<file path="src/rtl/cla_decomposed_pipe.sv">
// Pipelined carry-lookahead adder/subtractor: S1 registers generate/propagate, S2 resolves XOR-of-products carries.
// Latency 2 cycles accept->out_valid, one beat per cycle when unstalled.
// Backpressure: in_ready = !v1 | !out_valid | out_ready (combinational from out_ready, no skid buffer).
module cla_decomposed_pipe #(
  parameter int WIDTH = 8,
  parameter int GROUP = 4,
  parameter int TAG_W = 4
) (
  input  logic             clk,
  input  logic             rst_n,
  input  logic             in_valid,
  output logic             in_ready,
  input  logic [WIDTH-1:0] in_a,
  input  logic [WIDTH-1:0] in_b,
  input  logic             in_cin,
  input  logic             in_sub,
  input  logic [TAG_W-1:0] in_tag,
  output logic             out_valid,
  input  logic             out_ready,
  output logic [WIDTH-1:0] out_sum,
  output logic             out_cout,
  output logic             out_ovf,
  output logic [TAG_W-1:0] out_tag
);

  localparam int NG = (WIDTH + GROUP - 1) / GROUP;
  localparam int PW = NG * GROUP;

  logic             v1_q, v1_d;
  logic [WIDTH-1:0] g_q, g_d, p_q, p_d;
  logic             c0_q, c0_d;
  logic [TAG_W-1:0] tag1_q, tag1_d;

  logic             ovld_q, ovld_d;
  logic [WIDTH-1:0] sum_q, sum_d;
  logic             cout_q, cout_d, ovf_q, ovf_d;
  logic [TAG_W-1:0] tag2_q, tag2_d;

  logic             s1_adv, s2_adv;
  logic [WIDTH-1:0] bb;
  logic [PW-1:0]    gx, px;
  logic [PW:0]      c;
  logic             acc, prod, cg;

  assign s2_adv   = !ovld_q | out_ready;
  assign s1_adv   = !v1_q | s2_adv;
  assign in_ready = s1_adv;

  // Nonlinear (AND) and linear (XOR) terms are captured separately at the S1 boundary.
  always_comb begin
    bb     = in_sub ? ~in_b : in_b;
    v1_d   = v1_q;
    g_d    = g_q;
    p_d    = p_q;
    c0_d   = c0_q;
    tag1_d = tag1_q;
    if (s1_adv) begin
      v1_d = in_valid;
      if (in_valid) begin
        g_d    = in_a & bb;
        p_d    = in_a ^ bb;
        c0_d   = in_sub | in_cin;
        tag1_d = in_tag;
      end
    end
  end

  // Within a group the product terms are mutually exclusive, so XOR accumulation equals OR;
  // group carries ripple. Padding bits above WIDTH have g=p=0 and never affect real carries.
  always_comb begin
    gx   = PW'(g_q);
    px   = PW'(p_q);
    c    = '0;
    c[0] = c0_q;
    cg   = c0_q;
    acc  = 1'b0;
    prod = 1'b1;
    for (int gi = 0; gi < NG; gi++) begin
      for (int j = 0; j < GROUP; j++) begin
        acc  = 1'b0;
        prod = 1'b1;
        for (int k = GROUP - 1; k >= 0; k--) begin
          if (k <= j) begin
            acc  = acc ^ (prod & gx[gi*GROUP + k]);
            prod = prod & px[gi*GROUP + k];
          end
        end
        c[gi*GROUP + j + 1] = acc ^ (prod & cg);
      end
      cg = c[gi*GROUP + GROUP];
    end
  end

  always_comb begin
    ovld_d = ovld_q;
    sum_d  = sum_q;
    cout_d = cout_q;
    ovf_d  = ovf_q;
    tag2_d = tag2_q;
    if (s2_adv) begin
      ovld_d = v1_q;
      if (v1_q) begin
        sum_d  = p_q ^ c[WIDTH-1:0];
        cout_d = c[WIDTH];
        ovf_d  = c[WIDTH-1] ^ c[WIDTH];
        tag2_d = tag1_q;
      end
    end
  end

  always_ff @(posedge clk or negedge rst_n) begin
    if (!rst_n) begin
      v1_q   <= 1'b0;
      g_q    <= '0;
      p_q    <= '0;
      c0_q   <= 1'b0;
      tag1_q <= '0;
      ovld_q <= 1'b0;
      sum_q  <= '0;
      cout_q <= 1'b0;
      ovf_q  <= 1'b0;
      tag2_q <= '0;
    end else begin
      v1_q   <= v1_d;
      g_q    <= g_d;
      p_q    <= p_d;
      c0_q   <= c0_d;
      tag1_q <= tag1_d;
      ovld_q <= ovld_d;
      sum_q  <= sum_d;
      cout_q <= cout_d;
      ovf_q  <= ovf_d;
      tag2_q <= tag2_d;
    end
  end

  assign out_valid = ovld_q;
  assign out_sum   = sum_q;
  assign out_cout  = cout_q;
  assign out_ovf   = ovf_q;
  assign out_tag   = tag2_q;

endmodule

</file>
<file path="config.mk">
export PLATFORM = sky130hd
export DESIGN_NAME = cla_decomposed_pipe
export DESIGN_NICKNAME = d
export VERILOG_FILES = /design/src/rtl/cla_decomposed_pipe.sv
export SDC_FILE = /design/constraint.sdc
export NUM_CORES = 1
export LEC_CHECK = 0
export BUFFER_PORTS_ARGS = -buffer_cell sky130_fd_sc_hd__buf_2
export CORE_ASPECT_RATIO = 0.7
export CORE_MARGIN = 1
export CORE_UTILIZATION = 40
export DETAILED_ROUTE_END_ITERATION = 6
export SLEW_MARGIN = 20
export SYNTH_ARGS = -nofsm -noshare
export SYNTH_HDL_FRONTEND = slang
export SYNTH_SLANG_ARGS = --single-unit
</file>
<file path="constraint.sdc">
create_clock -name clk -period 2.9 [get_ports clk]
set_input_delay 0.29 -clock clk [delete_from_list [all_inputs] [get_ports clk]]
set_output_delay 0.29 -clock clk [all_outputs]
set_load 0.02 [all_outputs]
</file>
==> impl_metrics.yaml, run 1 <==
route:
  routed_wl_mm: 3.637
  wl_met2_mm: 1.756
  highest_layer: "met4"
  drt_iter0_markers: 55
  drt_pass1_iterations: 6
  via_per_inst: 5.113
  routedWlPerCell_um: 14.21
  ant_nets: 0
  wl_met1_mm: 1.675
  wl_met3_um: 167
  drc: 0
  vias: 1309
final_layout:
  stdcell_area_um2: 2263
  drive_gt1_frac: 0.3930
  stdcell_count: 256
  finalNetCount: 236
  nFillCells: 414
  regArea_um2: 925.9
  synthToLayoutAreaGrowth_pct: 17.85
  insertedDiodeCount: 0
  multi_input_area_um2: 972.2
pwr:
  combPwrFrac: 0.357
  p_int_uw: 1112
  power.share.clock: 0.199
  ir_drop_uv: 341.8
  power.switching_uw: 582.6
  leakage_uw: 0.001069
  switching_share: 0.3438
  seq_power_share: 0.444
  power-per-cell-area_nw_per_um2: 748.7
die:
  start_util: 0.4288
  die-area_um2: 5087
  chipWidth_um: 84.82
  fp-row-count: 20
  die_y_um: 59.98
  coreArea_um2: 4479
  io-pin-count: 42
setup_path:
  arrival_ns: 2.37
  critPathMaxFanout: 6
  cp-start-kind: "flop"
  path_class: "flop to flop"
  end_kind: "flop"
  worst-r2r-setup-slack_ns: 0.74
  worstPathRequired_ns: 3.11
yosys:
  synth_top_area_share: 0.4821
  syn_area_um2: 1921
  ys_seq_elements: 37
  yosysSeqAreaShare: 0.4821
  synth_cell_types: 33
  syn_inst: 156
  syn_nets: 192
  synth-xor-area-share: 0.1160
  synth_top_family_by_area: "multiplexers"
  synth_area_leaders: "dfrtp_1 48%, mux2_2 16%, ha_1 6.5%"
  synth_common_cells: "37 x dfrtp_1, 28 x mux2_2, 13 x xor2_1, 11 x nand2_1, 10 x ha_1"
  avgSynthCellArea_um2: 12.31
  synth_compound_area_frac: 0.05928
  ys.flop_type: "dfrtp_1"
  yosys.area_share.adder: 0.06515
  synth-async-reset-ratio: 1.000
  post_synth_mux_area_share: 0.1642
  yosysTopAreaCell: "dfrtp_1"
  yosysMostFrequentCell: "dfrtp_1"
  synth_edf_count: 0
  ys_warn_count: 0
  synth_simple_gate_area_frac: 0.1016
placement:
  dp_hpwl_mm: 2.692
  dp_slack_ns: 0.7540
  dp.cells: 248
  gp_congestion: 0.7742
  placed_area_um2: 2183
  port_buffers: 41
run:
  drv.max_cap_violation_count: 0
outcome:
  outcome: "finished, final reports clean"
sta:
  fmax_mhz: 463.1
  final.setup.worst_slack_ns: 0.7407
  skew_ns: 0.003198
  setup_tns_ns: 0
  min_period_over_period: 0.7446
  drv_slew: 0
  relSlewSlack: 0.4636
  hold_violations: 0
  finalSetupViolCount: 0
  period_minus_slack_ns: 2.159
  rsz0062_at_grt: "false"
  worst_slew_pin_slew_ns: 0.8046
cts:
  cts_tree: "built"
  h-tree-depth: 2
  clock_latency_ns: 0.28
  cts_max_path_buffers: 2
  cts_root_buf: "clkbuf_8"
  clk_pin_slew_ns: 0.07
  ctsHoldBuffers: 0
  cts_sinks: 37
  cts_made_buffers: 5
  cts_setup_buffers: 0
  post_cts_resized: 0
global_route:
  antenna_found_initial: 0
  overflow: 0
  track_usage: 0.1703
  grt_pass1_wl_mm: 6.430
  grt_max_degree: 38
  grt_pass1_vias: 1418
hold_path:
  holdCritPathClass: "input pin to async pin"
## cell type report
type                            instances  share of cell area
Sequential cell                        37              0.4091
Clock buffer                            8             0.03538
Multi-Input combinational cell        113              0.4295
Tap cell                               55             0.03040
Inverter                                1            0.001658
Timing Repair Buffer                   42             0.09397
## metrics by stage
| step | power [µW] | hold WS [ns] | utilization |
|---|---|---|---|
| 5_1_grt | 1825 | 0.1600 | 0.5053 |
| 2_1_floorplan | 1181 | -0.005591 | - |
| 6_report | 1695 | 0.09388 | 0.5053 |
| 4_1_cts | 1721 | 0.1229 | 0.5053 |
| 3_3_place_gp | 1357 | 0.4170 | 0.4874 |
| 3_5_place_dp | 1377 | 0.4390 | 0.4874 |
## power by group through the flow
stage	clock, µW	sequential [µW]	combinational (µW)
after floorplan	0	846	335
after global placement	0	756	601
after detailed placement	0	763	614
after CTS	350	755	616
after global routing	376	779	669
final	338	752	604
## sequential cells by signal, indices dropped and copies added, names as in the netlist
name,cells
out_cout,1
out_tag,4
out_sum,8
out_ovf,1
c0_q,1
p_q,8
g_q,8
tag1_q,4
v1_q,1
out_valid,1
## kinds of logic after synthesis
| family | Yosys count |
|---|---|
| AND/OR/NAND/NOR | 36 |
| flip-flops | 37 |
| multiplexers | 28 |
| XOR/XNOR | 22 |
| buffers and inverters | 6 |
| AO/OA/AOI/OAI | 17 |
| adder cells (fa/ha/maj) | 10 |
## metal layers
metal | vias up | track usage
li1 | 634 | -
met1 | 645 | 0.2065
met2 | 25 | 0.2950
met3 | 5 | 0.04834
met4 | 0 | 0.06538
met5 | - | 0
## cells in the final DEF, fill, tap and decap left out, types with 5 or more instances in the layout
| cell | instances |
|---|---|
| nand2_1 | 11 |
| dfrtp_1 | 37 |
| clkbuf_8 | 5 |
| nor2_1 | 5 |
| ha_1 | 10 |
| xor2_1 | 13 |
| mux2_2 | 28 |
| buf_2 | 41 |
| o21ai_0 | 6 |
| xnor2_1 | 7 |
## worst max-delay path, stage by stage, from the launching register on
cell	delay, ns
dfrtp_1	0.43
a21bo_2	0.23
a21oi_1	0.17
xor3_2	0.41
o21a_1	0.22
or4_1	0.46
a31oi_1	0.16
## worst paths after layout
kind | startpoint | to | cells after the start
worst min-delay path | rst_n | out_tag[3]$_DFFE_PN0P_ | 1
worst max-delay path | g_q[0]$_DFFE_PN0P_ | out_ovf$_DFFE_PN0P_ | 6
worst min register to register | out_sum[6]$_DFFE_PN0P_ | out_sum[6]$_DFFE_PN0P_ | 2
worst max register to register | g_q[0]$_DFFE_PN0P_ | out_ovf$_DFFE_PN0P_ | 6
max in group asynchronous | rst_n | g_q[6]$_DFFE_PN0P_ | 1
min in group clk | in_valid | v1_q$_DFFE_PN0N_ | 2
Note: power is estimated with default switching activity, not from simulation.
==> run 2: changes to the inputs <==
Clock period 2.9 ns to 2 ns, I/O delays scaled along.
==> run 2 against run 1 <==
The run now ends with design-rule violations, negative setup slack left. Worst setup slack lost 0.82 ns. Register-to-register slack lost 0.82 ns. Sequential cell count is the same. Critical path depth grew 3. Final cell count grew 4.7%. Via count grew 2.8%. Wire length grew 12%. Sequential share of layout area shrank 3.9 points. Design area grew 11%. Sequential power grew 45%. Combinational power grew 80%.
==> impl_metrics.yaml, run 2 (synthesized netlist as in run 1, its figures left out) <==
final_layout:
  layout_commonest_cell: "buf_2"
  drive_gt1_frac: 0.4930
  stdcell_area_um2: 2501
  multi_input_area_um2: 1076
  stdcell_count: 268
  insertedDiodeCount: 0
  synthToLayoutAreaGrowth_pct: 30.23
  final_core_util: 0.5584
  mostFrequentLayoutCells: "41 x buf_2, 37 x dfrtp_1, 28 x mux2_2, 12 x buf_4"
  nFillCells: 395
  finalNetCount: 248
  regArea_um2: 925.9
sta:
  skew_ns: 0.01141
  worst_slew_pin_slew_ns: 0.8204
  hold-worst-slack_ns: 0.008895
  final.setup.worst_slack_ns: -0.08250
  relSlewSlack: 0.4531
  period_minus_slack_ns: 2.083
  setup_tns_ns: -0.1244
  rsz0062_at_grt: "true"
  hold_violations: 0
  drv_slew: 0
  fmax_mhz: 480.2
  finalSetupViolCount: 2
  min_period_over_period: 1.041
setup_path:
  cp-start-kind: "flop"
  path_class: "flop to flop"
  arrival_ns: 2.30
  worstPathCellList: "buf_4 > nand2_1 > a21oi_2 > xor3_2 > buf_4 > buf_6 > nor3_4 > or4_1 > a31oi_1"
  cp_slowest_stage_delay_ns: 0.48
  crit_path_top_delay_cell: "or4_1"
  critPathMaxFanout: 3
  cpLargestDelayFamily: "simple AND/OR/NAND/NOR gates"
  end_kind: "flop"
  worstPathRequired_ns: 2.21
  crit_top_cell: "buf_4"
  cp_num_buf_inv: 3
die:
  start_util: 0.4288
  coreArea_um2: 4479
  chipWidth_um: 84.82
  io-pin-count: 42
  die_y_um: 59.98
  fp-row-count: 20
  die-area_um2: 5087
run:
  drv.max_cap_violation_count: 0
placement:
  gp_congestion: 0.7832
  placed_area_um2: 2251
  dp.cells: 257
  port_buffers: 41
  dp_hpwl_mm: 2.924
cts:
  ctsHoldBuffers: 0
  clk_pin_slew_ns: 0.08
  cts_tree: "built"
  cts_root_buf: "clkbuf_8"
  clock_latency_ns: 0.29
  cts_sinks: 37
  h-tree-depth: 2
  cts_made_buffers: 5
  cts_max_path_buffers: 2
global_route:
  overflow: 0
  grt_pass1_vias: 1454
  track_usage: 0.1800
  grt_max_degree: 38
  antenna_found_initial: 0
  grt_pass1_wl_mm: 6.803
hold_path:
  holdCritPathClass: "input pin to async pin"
route:
  drc: 2
  ant_nets: 0
  routedWlPerCell_um: 15.18
  drt_pass1_iterations: 6
  routed_wl_mm: 4.068
  via_per_inst: 5.019
  drt_iter0_markers: 39
  vias: 1345
pwr:
  power-per-cell-area_nw_per_um2: 1145
  leakage_uw: 0.001171
  ir_drop_uv: 542.3
outcome:
  outcome: "complete, but fails checks"
  failed_checks: "design-rule violations, negative setup slack"
-- run 2: cell count changes in the layout (fill, tap and decap cells not counted), moves of 2 or more --
| cell | before | now |
|---|---|---|
| buf_4 | 1 | 12 |
| clkbuf_1 | 3 | 0 |
| nor4_1 | 2 | 0 |
| nor4_4 | 0 | 2 |
| o21ai_0 | 6 | 3 |
| o21ai_1 | 0 | 3 |
| xor2_1 | 13 | 11 |
| xor2_2 | 0 | 2 |
-- run 2: path summary, 6_finish.rpt --
path | start | end | slack, ns | cells after the start
max | p_q[3]$_DFFE_PN0P_ | out_ovf$_DFFE_PN0P_ | -0.08 | 9
min | rst_n | out_cout$_DFFE_PN0P_ | 0.009 | 1
max reg2reg | p_q[3]$_DFFE_PN0P_ | out_ovf$_DFFE_PN0P_ | -0.08 | 9
min reg2reg | out_sum[2]$_DFFE_PN0P_ | out_sum[2]$_DFFE_PN0P_ | 0.48 | 2
max in group asynchronous | rst_n | v1_q$_DFFE_PN0N_ | 1.48 | 1
min in group clk | in_valid | v1_q$_DFFE_PN0N_ | 0.15 | 2
-- run 2: power breakdown --
group | switching (µW) | leakage (µW) | internal, µW | total (µW)
Sequential | 147 | 0.000443 | 946 | 1090
Clock | 271 | 0.0000574 | 405 | 676
Combinational | 557 | 0.000671 | 538 | 1090
Total | 975 | 0.00117 | 1890 | 2860
-- run 2: area by class of cell --
type                       count  share of cell area
clock inverter                 2             0.01501
inverter                       1            0.001501
tap                           55             0.02751
multi-input combinational    113              0.4302
clock buffer                   6             0.03302
timing repair buffer          54              0.1226
sequential                    37              0.3702
-- run 2: metal layers --
layer | wire length (µm) | global-route usage | vias to the layer above | part of all wire
li1 | - | - | 658 | -
met1 | 1804 | 0.2215 | 656 | 0.44
met2 | 2086 | 0.3055 | 29 | 0.51
met3 | 160 | 0.05110 | 2 | 0.039
met4 | 16 | 0.07264 | 0 | 0.0039
met5 | 0 | 0 | - | 0
-- run 2: repair_timing --
action                                  CTS  global route
pin swaps                                 2            13
hold endpoints to repair                  0             0
endpoints found under the setup margin    3             4
buffers inserted                          1             2
resized for setup                         2            20
-- run 2: worst reg2reg max path, stage by stage, from the launching register on --
cell	delay [ns]
dfrtp_1	0.41
buf_4	0.14
nand2_1	0.08
a21oi_2	0.04
xor3_2	0.42
buf_4	0.12
buf_6	0.12
nor3_4	0.04
or4_1	0.48
a31oi_1	0.15
-- run 2: through the flow --
| stage | setup slack (ns) | total power, µW |
|---|---|---|
| floorplan | 0.01545 | 1712 |
| finish | -0.08250 | 2864 |
| detailed placement | -0.06609 | 2066 |
| global route | -0.2241 | 3053 |
| CTS | -0.06194 | 2758 |
| global placement | 0.02962 | 2020 |
==> run 3: changes to the inputs <==
Settings changed: PLACE_DENSITY_LB_ADDON set to 0.05.
==> run 3 against run 2 <==
The run still ends with design-rule violations, negative setup slack left. Via count increased by 0.30%. Worst hold slack got worse by 0.0026 ns. Non-clock buffer count up 1. Final cell count stayed put. Die area is the same. Critical path depth fell by 3. Design area shrank 5.2%. Combinational power shrank 9%. Sequential share of layout area grew 2.0 points. First-iteration DRC count down 36%. Clock power fell by 22%. Largest cell class unchanged.
==> impl_metrics.yaml, run 3 (synthesized netlist as in run 1, its figures left out) <==
outcome:
  outcome: "complete, but fails checks"
  failed_checks: "design-rule violations, negative setup slack"
cts:
  cts_made_buffers: 5
  h-tree-depth: 2
  ctsHoldBuffers: 0
  cts_root_buf: "clkbuf_8"
  clock_latency_ns: 0.29
  clk_pin_slew_ns: 0.07
  cts_max_path_buffers: 2
  cts_tree: "built"
  cts_sinks: 37
global_route:
  grt_pass1_wl_mm: 6.492
  antenna_found_initial: 0
  track_usage: 0.1757
  grt_pass1_vias: 1369
  grt_max_degree: 38
  overflow: 0
setup_path:
  critPathMaxFanout: 4
  worst-r2r-setup-slack_ns: -0.11
  cp-start-kind: "flop"
  worstPathRequired_ns: 2.21
  end_kind: "flop"
  crit_path_top_delay_cell: "xor3_2"
  path_class: "flop to flop"
  cp_slowest_stage_delay_ns: 0.48
  arrival_ns: 2.32
  worstPathCellList: "a21bo_2 > a21oi_2 > xor3_2 > o21a_1 > or4_1 > a31oi_1"
sta:
  relSlewSlack: 0.4512
  finalSetupViolCount: 4
  period_minus_slack_ns: 2.111
  min_period_over_period: 1.056
  drv_slew: 0
  final.setup.worst_slack_ns: -0.1110
  fmax_mhz: 473.7
  setup_tns_ns: -0.2557
  hold_violations: 0
  rsz0062_at_grt: "true"
  worst_slew_pin_slew_ns: 0.8233
  skew_ns: 0.002103
route:
  drc: 2
  via_per_inst: 5.034
  vias: 1349
  ant_nets: 0
  routedWlPerCell_um: 14.33
  drt_iter0_markers: 25
  routed_wl_mm: 3.840
  drt_pass1_iterations: 6
die:
  io-pin-count: 42
  start_util: 0.4288
  chipWidth_um: 84.82
  die-area_um2: 5087
  die_y_um: 59.98
  coreArea_um2: 4479
  fp-row-count: 20
pwr:
  combPwrFrac: 0.382
  power.share.clock: 0.203
  finalPower_uw: 2584
  power.switching_uw: 877.4
  seq_power_share: 0.415
  leakage_uw: 0.001137
  p_int_uw: 1707
  switching_share: 0.3395
  power-per-cell-area_nw_per_um2: 1089
  ir_drop_uv: 504.9
final_layout:
  final_core_util: 0.5296
  insertedDiodeCount: 0
  drive_gt1_frac: 0.4413
  synthToLayoutAreaGrowth_pct: 23.52
  mostFrequentLayoutCells: "41 x buf_2, 37 x dfrtp_1, 28 x mux2_2, 14 x buf_4, 13 x xor2_1"
  finalNetCount: 249
  layout_commonest_cell: "buf_2"
  nFillCells: 422
hold_path:
  holdCritPathClass: "input pin to async pin"
placement:
  port_buffers: 41
  dp_slack_ns: -0.03997
  gp_congestion: 0.7849
  dp_hpwl_mm: 2.863
run:
  drv.max_cap_violation_count: 0
-- run 3: power groups by stage --
stage / registers [µW] / clock network [µW] / logic [µW]
finish: 1070 / 524 / 988
floorplan: 1230 / 0 / 484
detailed placement: 1090 / 0 / 979
CTS: 1080 / 545 / 980
global placement: 1080 / 0 / 957
global route: 1100 / 582 / 1090
-- run 3: path summary, 6_finish.rpt --
path                                        start                     end  depth (start not counted)
min reg2reg                out_sum[6]$_DFFE_PN0P_  out_sum[6]$_DFFE_PN0P_                          2
max reg2reg                    g_q[0]$_DFFE_PN0P_     out_ovf$_DFFE_PN0P_                          6
max                            g_q[0]$_DFFE_PN0P_     out_ovf$_DFFE_PN0P_                          6
max in group asynchronous                   rst_n  out_sum[6]$_DFFE_PN0P_                          1
min in group clk                         in_valid        v1_q$_DFFE_PN0N_                          2
min                                         rst_n  out_tag[3]$_DFFE_PN0P_                          1
-- run 3: metal layers --
layer	part of all wire	global-route usage	vias up
li1	-	-	666
met1	0.51	0.2349	651
met2	0.44	0.2706	30
met3	0.043	0.04834	2
met4	0.0042	0.07990	0
met5	0	0	-
-- run 3: metrics by stage --
step	area (µm²)	cells	hold slack [ns]
2_1_floorplan	1921	156	-0.09559
4_1_cts	2352	266	0.03556
3_3_place_gp	2266	259	0.3428
5_1_grt	2372	268	0.07184
6_report	2372	268	0.006309
3_5_place_dp	2266	259	0.3524
-- run 3: final cells by class --
class / instances / area (µm²) / share of cell area
clock buffers: 7 / 86.33 / 0.03639
flip-flops and latches: 37 / 925.9 / 0.3903
inverters: 1 / 3.754 / 0.001582
multi-input cells: 113 / 977.2 / 0.4119
repair buffers: 55 / 310.3 / 0.1308
well taps: 55 / 68.82 / 0.02901
-- run 3: timing repair --
item,4_1_cts,5_1_grt
gates cloned,0,0
buffers inserted,0,2
endpoints found under the hold margin,0,0
endpoints found under the setup margin,2,4
pin swaps,0,6
resized for setup,0,3
-- run 3: worst max-delay path: cells and delay by family (launching register included) --
kind             cells  cell delay, ns
AND/OR/NAND/NOR      1            0.46
AO/OA/AOI/OAI        4            0.69
XOR/XNOR             1            0.48
flip-flops           1            0.41
